==> config.mk <==
export PLATFORM = sky130hd
export DESIGN_NAME = regfile_mp
export DESIGN_NICKNAME = d
export VERILOG_FILES = /design/src/rtl/regfile_pkg.sv /design/src/rtl/regfile_clr_fsm.sv /design/src/rtl/regfile_mp.sv
export SDC_FILE = /design/constraint.sdc
export NUM_CORES = 1
export LEC_CHECK = 0
export ABC_AREA = 0
export CORE_MARGIN = 8
export CORE_UTILIZATION = 64
export CTS_BUF_LIST = sky130_fd_sc_hd__clkbuf_8
export DETAILED_ROUTE_END_ITERATION = 16
export PLACE_DENSITY_LB_ADDON = 0.2
export SLEW_MARGIN = 20
export SYNTH_ARGS = -nofsm -noshare
export SYNTH_HDL_FRONTEND = slang
export SYNTH_SLANG_ARGS = --single-unit
==> constraint.sdc <==
create_clock -name clk -period 3.3 [get_ports clk]
set_input_delay 0.495 -clock clk [delete_from_list [all_inputs] [get_ports clk]]
set_output_delay 0.495 -clock clk [all_outputs]
set_load 0.05 [all_outputs]
==> src/rtl/regfile_pkg.sv <==
// Shared types and the byte-merge helper for the multi-port register file.
package regfile_pkg;

  typedef enum logic {
    RF_IDLE  = 1'b0,
    RF_CLEAR = 1'b1
  } rf_state_e;

  // Widest data word the merge helper handles; callers cast to/from their XLEN.
  localparam int unsigned MERGE_W  = 256;
  localparam int unsigned MERGE_BW = MERGE_W / 8;

  // Byte-granular merge: enabled bytes come from new_val, the rest from old_val.
  function automatic logic [MERGE_W-1:0] merge_be(input logic [MERGE_W-1:0]  old_val,
                                                  input logic [MERGE_W-1:0]  new_val,
                                                  input logic [MERGE_BW-1:0] be);
    logic [MERGE_W-1:0] res_val;
    res_val = old_val;
    for (int i = 0; i < int'(MERGE_BW); i++) begin
      if (be[i]) res_val[8*i +: 8] = new_val[8*i +: 8];
    end
    return res_val;
  endfunction

endpackage

==> src/rtl/regfile_clr_fsm.sv <==
// Sequential clear engine: walks every entry writing zero after reset or a clear request.
module regfile_clr_fsm
  import regfile_pkg::*;
#(
  parameter int unsigned NREGS = 32,
  parameter int unsigned AW    = $clog2(NREGS)
) (
  input  logic          clk,
  input  logic          res,
  input  logic          clr_req,
  output logic          busy,
  output logic          clr_we,
  output logic [AW-1:0] clr_idx
);

  localparam logic [AW-1:0] LAST_IDX = AW'(NREGS - 1);

  rf_state_e     state_q, state_d;
  logic [AW-1:0] idx_q, idx_d;

  // State register; reset always restarts the pass from entry 0.
  always_ff @(posedge clk) begin
    if (res) begin
      state_q <= RF_CLEAR;
      idx_q   <= '0;
    end else begin
      state_q <= state_d;
      idx_q   <= idx_d;
    end
  end

  always_comb begin
    state_d = state_q;
    idx_d   = idx_q;
    clr_we  = 1'b0;
    case (state_q)
      RF_IDLE: begin
        if (clr_req) begin
          state_d = RF_CLEAR;
          idx_d   = '0;
        end
      end
      RF_CLEAR: begin
        clr_we = !res;
        if (idx_q == LAST_IDX) begin
          state_d = RF_IDLE;
          idx_d   = '0;
        end else begin
          idx_d = idx_q + AW'(1);
        end
      end
      default: state_d = RF_IDLE;
    endcase
  end

  assign busy    = (state_q == RF_CLEAR);
  assign clr_idx = idx_q;

endmodule

==> src/rtl/regfile_mp.sv <==
// Parametrised multi-read-port register file with byte enables and a clear engine.
// Optional same-cycle write-to-read forwarding is enabled by defining REGFILE_BYPASS_EN.
module regfile_mp
  import regfile_pkg::*;
#(
  parameter int unsigned XLEN     = 32,
  parameter int unsigned NREGS    = 32,
  parameter int unsigned NRD      = 2,
  parameter int unsigned ZERO_REG = 1,
  localparam int unsigned AW      = $clog2(NREGS)
) (
  input  logic                clk,
  input  logic                res,
  input  logic                clr_req,
  output logic                busy,
  output logic                wr_ready,
  input  logic                wr_en,
  input  logic [AW-1:0]       wr_addr,
  input  logic [XLEN/8-1:0]   wr_be,
  input  logic [XLEN-1:0]     wr_data,
  input  logic [NRD*AW-1:0]   rd_addr,
  output logic [NRD*XLEN-1:0] rd_data
);

  localparam logic [AW:0] NREGS_W = (AW+1)'(NREGS);

  logic [XLEN-1:0] mem [NREGS];
  logic            clr_we;
  logic [AW-1:0]   clr_idx;
  logic            wr_acc_c;
  logic [XLEN-1:0] wr_merged_c;

  regfile_clr_fsm #(
    .NREGS (NREGS),
    .AW    (AW)
  ) u_clr_fsm (
    .clk     (clk),
    .res     (res),
    .clr_req (clr_req),
    .busy    (busy),
    .clr_we  (clr_we),
    .clr_idx (clr_idx)
  );

  assign wr_ready = !busy;

  // Accepted write: port ready, in range, not the hardwired-zero entry, not under reset.
  assign wr_acc_c = wr_en && wr_ready && !res
                  && ({1'b0, wr_addr} < NREGS_W)
                  && !((ZERO_REG != 0) && (wr_addr == '0));

  assign wr_merged_c = XLEN'(merge_be(MERGE_W'(mem[wr_addr]), MERGE_W'(wr_data),
                                      MERGE_BW'(wr_be)));

  // Clear and write never coincide: writes need !busy, clear only runs while busy.
  always_ff @(posedge clk) begin
    if (clr_we) begin
      mem[clr_idx] <= '0;
    end else if (wr_acc_c) begin
      mem[wr_addr] <= wr_merged_c;
    end
  end

  for (genvar k = 0; k < int'(NRD); k++) begin : g_rd
    logic [AW-1:0]   ra;
    logic [XLEN-1:0] val;

    assign ra = rd_addr[k*AW +: AW];

    always_comb begin
      val = mem[ra];
`ifdef REGFILE_BYPASS_EN
      if (wr_acc_c && (wr_addr == ra)) val = wr_merged_c;
`else
`endif
      if (busy || !({1'b0, ra} < NREGS_W) || ((ZERO_REG != 0) && (ra == '0))) val = '0;
    end

    assign rd_data[k*XLEN +: XLEN] = val;
  end

endmodule

# Word-level counts from Yosys, hierarchy flattened
# Memories as Yosys holds them, arrays and structs flattened.
# Index checks and enable logic that the tools add are counted.
[word_totals]
register_bits = 6
word_cells = 48
input_bits = 55
ramBits = 1024
memories = 1
out_inout_bits = 66
[mem_list]
columns = ["name", "words", "width", "rd", "rd_clocked_by_memory_dff", "wr", "line_no", "text"]
rows = [
  ["mem", 32, 32, 2, 0, 1, "regfile_mp.sv:27", "logic [XLEN-1:0] mem [NREGS];"],
]
[classes]
n_reduce_logical = 16
bitwise = 1
muxes = 21
eq_ne = 6
n_addsub = 1
[ops]
columns = ["cell", "n"]
rows = [
  ["$mux 32", 3],
  ["$mux 8", 4],
  ["$reduce_or 32->1", 1],
  ["$logic_not 5->1", 3],
  ["$mux 5", 3],
  ["$pmux 5 s2", 1],
  ["$mux 1", 8],
  ["$reduce_and 2->1", 4],
  ["$add 5x1->5 const B", 1],
  ["$eq 5x5->1 const B", 1],
  ["$mux 4", 1],
  ["$ne 1x1->1 const B", 4],
  ["$logic_and 1x1->1", 3],
  ["$logic_not 1->1", 3],
  ["$logic_or 1x1->1", 2],
  ["$ne 2x2->1 const B", 1],
  ["$pmux 1 s2", 1],
  ["$not 1->1", 1],
]

# Longest topological paths before layout
# Gate-level depths: netlist of run 1.
[depth]
ltp_word = 10
ltp_mapped = 8
mapped_depth_nobuf = 7

# By module
# From an unflattened synthesis of run 1, not the netlist that was laid out.
[hier_totals]
cells_unflattened = 2605
hier_area_um2 = 48913.2
[by_module_without_submodules]
columns = ["mod", "cells_per_inst", "area_per_inst_um2", "instances"]
rows = [
  ["regfile_mp", 2572, 48597.9, 1],
  ["regfile_clr_fsm", 33, 315.3, 1],
]

# Worst setup path after synthesis of run 1
# No wires, ideal clock.
[synth_path]
path_kind = "input port to output port"
from = "input rd_addr[5]"
to = "output rd_data[57]"
path_buffers = 3
path_stages = 6
t_arrival_ps = 2483
slack_ps = 322
t_required_ps = 2805
path_cell_list = "buf_2 buf_2 buf_2 mux4_2 a22oi_1 nand4_1"
[synth_between]
elab_chain_len = 3
elab_cells_between_ends = 4
classes_between = "1 x mux; 2 x reduce/logical; 1 x memory"
[synth_lines]
columns = ["item", "line_no", "text"]
rows = [
  ["start, declared", "regfile_mp.sv:21", "input logic [NRD*AW-1:0] rd_addr,"],
  ["branches (longest 2 deep; another with $mem_v2 32x32)", "--", ""],
  ["$mux 32 (*)", "regfile_mp.sv:76", "if (busy || !({1'b0, ra} < NREGS_W) || ((ZERO_REG != 0) && (ra == '0))) val = '0;"],
  ["end, declared", "regfile_mp.sv:22", "output logic [NRD*XLEN-1:0] rd_data"],
]
# Every way passes the cells marked *.

# Worst setup path after layout of run 1
[layout_path]
from = "register u_clr_fsm.state_q (netlist: u_clr_fsm.busy)"
to = "output rd_data[9]"
[layout_between]
elab_chain_len = 2
[layout_lines]
columns = ["item", "line_no", "text"]
rows = [
  ["start, declared", "regfile_clr_fsm.sv:18", "rf_state_e state_q, state_d;"],
  ["start signal, assigned", "regfile_clr_fsm.sv:27", "state_q <= state_d;"],
  ["$logic_or 1x1->1", "regfile_mp.sv:76", ""],
  ["$mux 32", "regfile_mp.sv:76", ""],
]
# No other way between the ends.

==> results of run 1 <==
-- sequential cells by signal, indices dropped and copies added, names as in the netlist --
signal / cells
u_clr_fsm.clr_idx: 5
u_clr_fsm.busy: 1
mem: 1024
-- critical path: cells and delay by family, from the launching register on --
| family | cells | cell delay (ps) |
|---|---|---|
| compound gates | 1 | 320 |
| flops | 1 | 370 |
| buf+inv | 4 | 780 |
| simple gates | 3 | 500 |
-- cell families after synthesis --
group | after synthesis | share of synthesized area, %
buf+inv | 270 | 2.47
mux | 778 | 22.5
flops | 1030 | 63.2
compound gates | 417 | 6.47
simple gates | 467 | 5.33
fa+ha+maj | 2 | 0.0512
-- power groups by stage --
stage / combinational (W) / sequential (W) / clock (W)
after global routing: 0.00180 / 0.0143 / 0.0103
after global placement: 0.00165 / 0.0146 / 0
after floorplan: 0.00104 / 0.0146 / 0
after CTS: 0.00171 / 0.0143 / 0.00981
final: 0.00176 / 0.0143 / 0.00975
after detailed placement: 0.00169 / 0.0146 / 0
-- through the flow --
step	hold WS (ps)	TNS [ps]	instances	instance area, um2
5_1_grt	454	-42.4	4460	57600
3_3_place_gp	591	-40000	4168	54300
4_1_cts	395	0	4457	57500
6_report	460	0	4461	57600
2_1_floorplan	548	0	2964	48800
3_5_place_dp	619	-39290	4172	54400
-- path summary, 6_finish.rpt --
check | cells past startpoint | slack [ps] | start | to
setup reg to reg | 8 | 100 | u_clr_fsm.busy$_SDFF_PP1_ | mem[0][1]$_DFFE_PP_
setup / recovery | 8 | 9 | u_clr_fsm.busy$_SDFF_PP1_ | rd_data[9]
hold reg to reg | 2 | 630 | u_clr_fsm.clr_idx[0]$_SDFFE_PP0P_ | u_clr_fsm.clr_idx[3]$_SDFFE_PP0P_
hold / removal | 3 | 460 | res | u_clr_fsm.clr_idx[1]$_SDFFE_PP0P_
-- routing by layer --
metal | track usage (%) | up-vias | part of all wire, % | routed length (um)
li1 | - | 13200 | - | -
met1 | 44.2 | 16400 | 34 | 51400
met2 | 54.1 | 2527 | 46 | 69500
met3 | 9.55 | 551 | 13 | 19100
met4 | 19.9 | 10 | 6.4 | 9540
met5 | 0 | - | 0.037 | 56
-- cell usage in the layout, fill, tap and decap left out, types with 6 or more instances in the layout --
cell type,synthesis,final
nand2_1,35,35
clkinv_1,0,40
nor2b_4,0,8
and2_1,37,33
a22o_1,25,25
clkdlybuf4s50_1,0,50
clkbuf_8,0,169
a21oi_1,16,11
mux2i_1,521,520
dfxtp_1,6,6
a22oi_1,329,324
edfxtp_1,1024,1024
nand4_1,67,67
and3_1,10,8
inv_1,4,54
nor3_2,15,21
a31oi_1,26,16
mux4_2,252,252
buf_6,8,7
nor2_1,17,13
buf_12,0,111
nand3_1,131,126
buf_4,6,331
nor3_1,120,112
nor2b_1,15,7
a31oi_2,0,8
clkinv_2,0,11
-- what timing repair did --
action,CTS,global route
pin swaps,6,7
cloned,1,0
setup endpoints to repair,63,29
resized for setup,26,15
buffers inserted,7,2
-- cell type report --
| cell class | instances | area share [%] |
|---|---|---|
| sequential | 1030 | 53.6 |
| multi-input combinational | 1664 | 29.9 |
| timing repair buffer | 506 | 9.46 |
| clock buffer | 169 | 4.04 |
| tap | 978 | 2.12 |
| clock inverter | 108 | 0.893 |
| inverter | 4 | 0.0261 |
| antenna | 2 | 0.00869 |
==> impl_metrics.yaml, run 1 <==
pwr:
  power.density_cell_area_nw_per_um2: 448
  report.power.total_w: 0.0258
  p_seq_share_pct: 55.4
  irDropWorstVdd_uv: 354
  netSwitchingFraction_pct: 22.8
  power.clock.fraction_pct: 37.8
  internal_power_w: 0.0199
  total_net_switching_power_w: 0.00589
  part_of_the_total_power_dissipated_in_combinational_logic_pct: 6.8
  static-leakage-power_nw: 19.8
placed_design:
  gp_congestion: 0.949
  place.detailed.hpwl_mm: 99.9
  pre_cts_ws_ps: -448
  port-buffer-count: 120
global_route:
  global_route_wire_length_before_repair_mm: 218
  largest_net_degree_at_the_start_of_global_routing: 60
  grt_remaining_overflow: 0
  gr-usage-all-layers_pct: 34.7
  grt_antenna_before_repair: 6
  first_global_vias: 33700
timing:
  max_freq_mhz: 304
  final_period_minus_worst_setup_slack_ps: 3290
  slew_viol_final: 0
  part_of_the_cycle_the_worst_path_needs_pct: 99.7
  setup_repair_after_global_routing_missed_its_margin: "yes"
  timing.final.setup_violations: 0
  report.final.hold_viol_count: 0
  worst-slew-pin-transition_ps: 967
  relSlewSlack_pct: 35.0
  clock_skew_ps: 18.1
  timing.final.ws_setup_ps: 8.90
cts:
  cts_buffer_depth: 3
  h_tree_depth: 4
  ctsHoldBuffers: 0
  cts_root_buf: "clkbuf_8"
  tritoncts: "yes"
  cts_sinks: 1030
  worst_setup_hold_path_clk_slew_ps: 60
  insertion_delay_ps: 810
  numCtsBuffers: 162
setup_path:
  crit_path_top_delay_cell: "dfxtp_1"
  crit_path_end_kind: "output port"
  worst-endpoint-arrival_ps: 2800
  critical_path_required_ps: 2800
  cp-start-kind: "flip-flop"
  slowest_delay_ps: 370
  worstPathCellList: "buf_12 -> nor3_4 -> nor3b_4 -> buf_12 -> buf_4 -> a22oi_1 -> nand4_1 -> buf_4"
  critical_path_class: "reg -> out"
  worst_path_max_fanout: 11
synth:
  synth-main-ff-cell: "edfxtp_1"
  synth_top_area_share_pct: 62.9
  post_synthesis_instance_area_um2: 48800
  post-synth-top-area-cell: "edfxtp_1"
  synthTopCellsByArea: "edfxtp_1 (63%), mux4_2 (12%), mux2i_1 (11%)"
  synthesis.nets: 3021
  synthesis.instances: 2964
  yosys_warnings: 0
  synth_common_cells: "edfxtp_1 (1024), mux2i_1 (521), a22oi_1 (329), mux4_2 (252), clkbuf_1 (145)"
  post_synth_edffs: 1024
  syn_area_per_cell_um2: 16.5
  most_common_cell_in_the_netlist: "edfxtp_1"
  synth_seq_area_share_pct: 63.2
  async_reset_ff_share_pct: 0
  synth_cell_types: 53
  ys_seq_elements: 1030
layout:
  multi_input_comb_area_um2: 17200
  sequential_cell_area_um2: 30900
  final.fill_count: 4357
  drive_gt1_share_pct: 28.5
  syn_to_final_growth_pct: 17.9
  utilization_pct: 76.1
  final_net_count: 3425
drt:
  vias: 32700
  drtIter0Drc: 4316
  detail_route.first_pass.iterations: 6
  postRouteAntennaNets: 0
  via_per_inst: 7.32
  route.detailed.drc: 0
  avgRoutedWirePerCell_um: 33.5
  routed_wirelength_mm: 150
status:
  run_status: "complete, no violations"
floorplanning:
  fp-row-count: 101
  coreArea_um2: 75700
  initial_core_util_pct: 64.5
  die_area_um2: 85400
  floorplan.io_pins: 121
  die_h_um: 292
  floorplan.die.width_um: 292
run:
  max_cap_viol_count: 0
min_path:
  timing.hold.worst.class: "in -> reg"
(Power assumes the default switching activity.)
==> run 2: changes to the inputs <==
--- a/config.mk
+++ b/config.mk
@@ -6,8 +6,10 @@
 export NUM_CORES = 1
 export LEC_CHECK = 0
 export ABC_AREA = 0
+export CELL_PAD_IN_SITES_DETAIL_PLACEMENT = 1
+export CELL_PAD_IN_SITES_GLOBAL_PLACEMENT = 1
 export CORE_MARGIN = 8
-export CORE_UTILIZATION = 64
+export CORE_UTILIZATION = 56
 export CTS_BUF_LIST = sky130_fd_sc_hd__clkbuf_8
 export DETAILED_ROUTE_END_ITERATION = 16
 export PLACE_DENSITY_LB_ADDON = 0.2
==> impl_metrics.yaml, run 2 (synthesis gave the netlist of run 1 again) <==
pwr:
  static-leakage-power_nw: 19.9
  power.density_cell_area_nw_per_um2: 469
  irDropWorstVdd_uv: 414
floorplanning:
  fp-row-count: 108
  die_h_um: 311
  initial_core_util_pct: 56.4
  floorplan.die.width_um: 311
  floorplan.io_pins: 121
  die_area_um2: 96900
  coreArea_um2: 86600
setup_path:
  worstPathCellList: "buf_8 -> buf_12 -> buf_4 -> nor2b_4 -> buf_4 -> a22oi_1 -> nand3_1 -> nand4_1 -> buf_4"
  critical_path_class: "in -> out"
  crit_path_top_delay_cell: "a22oi_1"
  r2r_slack_ps: 10
  slowest_delay_ps: 560
  cell_type_group_with_the_largest_total_delay_on_the_critical_path: "buffers and inverters"
  reg2regPathDepth: 8
  worst-endpoint-arrival_ps: 2810
  timing.critical_path.depth: 9
  worst_path_max_fanout: 24
  crit_path_end_kind: "output port"
  path_common_cell: "buf_4"
  cp-start-kind: "primary input"
  critical_path_required_ps: 2800
  number_of_buffers_and_inverters_on_the_critical_path: 5
drt:
  drtIter0Drc: 4581
  routed_wirelength_mm: 176
  postRouteAntennaNets: 0
  vias: 33500
  via_per_inst: 7.21
  avgRoutedWirePerCell_um: 37.8
  detail_route.first_pass.iterations: 6
  route.detailed.drc: 0
placed_design:
  port-buffer-count: 120
  gp_congestion: 0.904
  place.detailed.hpwl_mm: 114
layout:
  utilization_pct: 67.2
  largest_register_ff_count: 1024
  largest-register: "mem"
  final_net_count: 3410
  drive_gt1_share_pct: 29.7
  layout_commonest_cell: "edfxtp_1"
  syn_to_final_growth_pct: 19.2
  final_cell_mix: "edfxtp_1 (1024), mux2i_1 (521), a22oi_1 (316)"
global_route:
  largest_net_degree_at_the_start_of_global_routing: 54
  grt_remaining_overflow: 0
  global_route_wire_length_before_repair_mm: 252
  first_global_vias: 36100
  gr-usage-all-layers_pct: 35.3
  grt_antenna_before_repair: 5
status:
  violations: "setup timing"
  run_status: "complete, but fails checks"
timing:
  fin_tns_setup_ps: -8.43
  final_period_minus_worst_setup_slack_ps: 3310
  max_freq_mhz: 302
  timing.final.setup_violations: 1
  report.final.hold_viol_count: 0
  part_of_the_cycle_the_worst_path_needs_pct: 100
  setup_repair_after_global_routing_missed_its_margin: "yes"
  timing.final.ws_setup_ps: -8.43
  slew_viol_final: 0
  clock_skew_ps: 44.5
  worst-slew-pin-transition_ps: 1320
  relSlewSlack_pct: 11.5
cts:
  tritoncts: "yes"
  cts_buffer_depth: 3
  insertion_delay_ps: 890
  h_tree_depth: 4
  cts_sinks: 1030
  cts_root_buf: "clkbuf_8"
  numCtsBuffers: 168
  ctsHoldBuffers: 0
  worst_setup_hold_path_clk_slew_ps: 60
min_path:
  timing.hold.worst.class: "in -> reg"
  hold_path_depth: 3
run:
  max_cap_viol_count: 0
-- run 2: timing repair --
action | 4_1_cts | 5_1_grt
cloned | 2 | 2
endpoints found under the setup margin | 60 | 25
gates resized for setup | 60 | 23
setup buffers | 8 | 1
pin swaps | 10 | 13
-- run 2: per-stage QoR --
stage          setup WS [ps]  total power, W  hold WS, ps  std cells  instance area [um2]
5_1_grt                -35.9          0.0279          379       4648                58200
4_1_cts                -41.2          0.0273          308       4643                58000
2_1_floorplan            322          0.0156          548       2964                48800
3_3_place_gp            -497          0.0163          638       4325                54300
3_5_place_dp            -538          0.0163          699       4325                54300
6_report               -8.43          0.0273          366       4651                58200
-- run 2: worst paths after layout --
check / from / endpoint
setup reg to reg: u_clr_fsm.busy$_SDFF_PP1_ / mem[15][7]$_DFFE_PP_
setup / recovery: rd_addr[1] / rd_data[24]
hold / removal: res / u_clr_fsm.clr_idx[0]$_SDFFE_PP0P_
hold reg to reg: u_clr_fsm.clr_idx[3]$_SDFFE_PP0P_ / u_clr_fsm.clr_idx[3]$_SDFFE_PP0P_
-- run 2: metal layers --
metal / wire (um) / share of wire [%] / global-route usage [%] / vias to the layer above
li1: - / - / - / 13200
met1: 60200 / 34 / 42.4 / 17300
met2: 85100 / 48 / 56.8 / 2445
met3: 19100 / 11 / 9.66 / 551
met4: 11400 / 6.5 / 21.7 / 2
met5: 17 / 0.0097 / 0 / -
-- run 2: worst register-to-register path: cells and delay by family, from the launching register on --
kind | cells | cell delay [ps]
buffers and inverters | 4 | 1160
DFF | 1 | 330
AOI/OAI and AO/OA | 2 | 880
and+or+nand+nor | 2 | 670
-- run 2: where the power goes --
group	switching [W]	internal, W	total [W]
Combinational	0.00108	0.000765	0.00185
Clock	0.00534	0.00582	0.0112
Sequential	0.0000518	0.0143	0.0143
-- run 2: final cells by class --
| class | count | area, um2 |
|---|---|---|
| Antenna cell | 5 | 12.5 |
| Clock buffer | 173 | 2380 |
| Clock inverter | 135 | 893 |
| Fill cell | 7401 | 28400 |
| Inverter | 4 | 18.8 |
| Multi-Input combinational cell | 1665 | 17400 |
| Sequential cell | 1030 | 30900 |
| Tap cell | 1155 | 1450 |
| Timing Repair Buffer | 484 | 5190 |
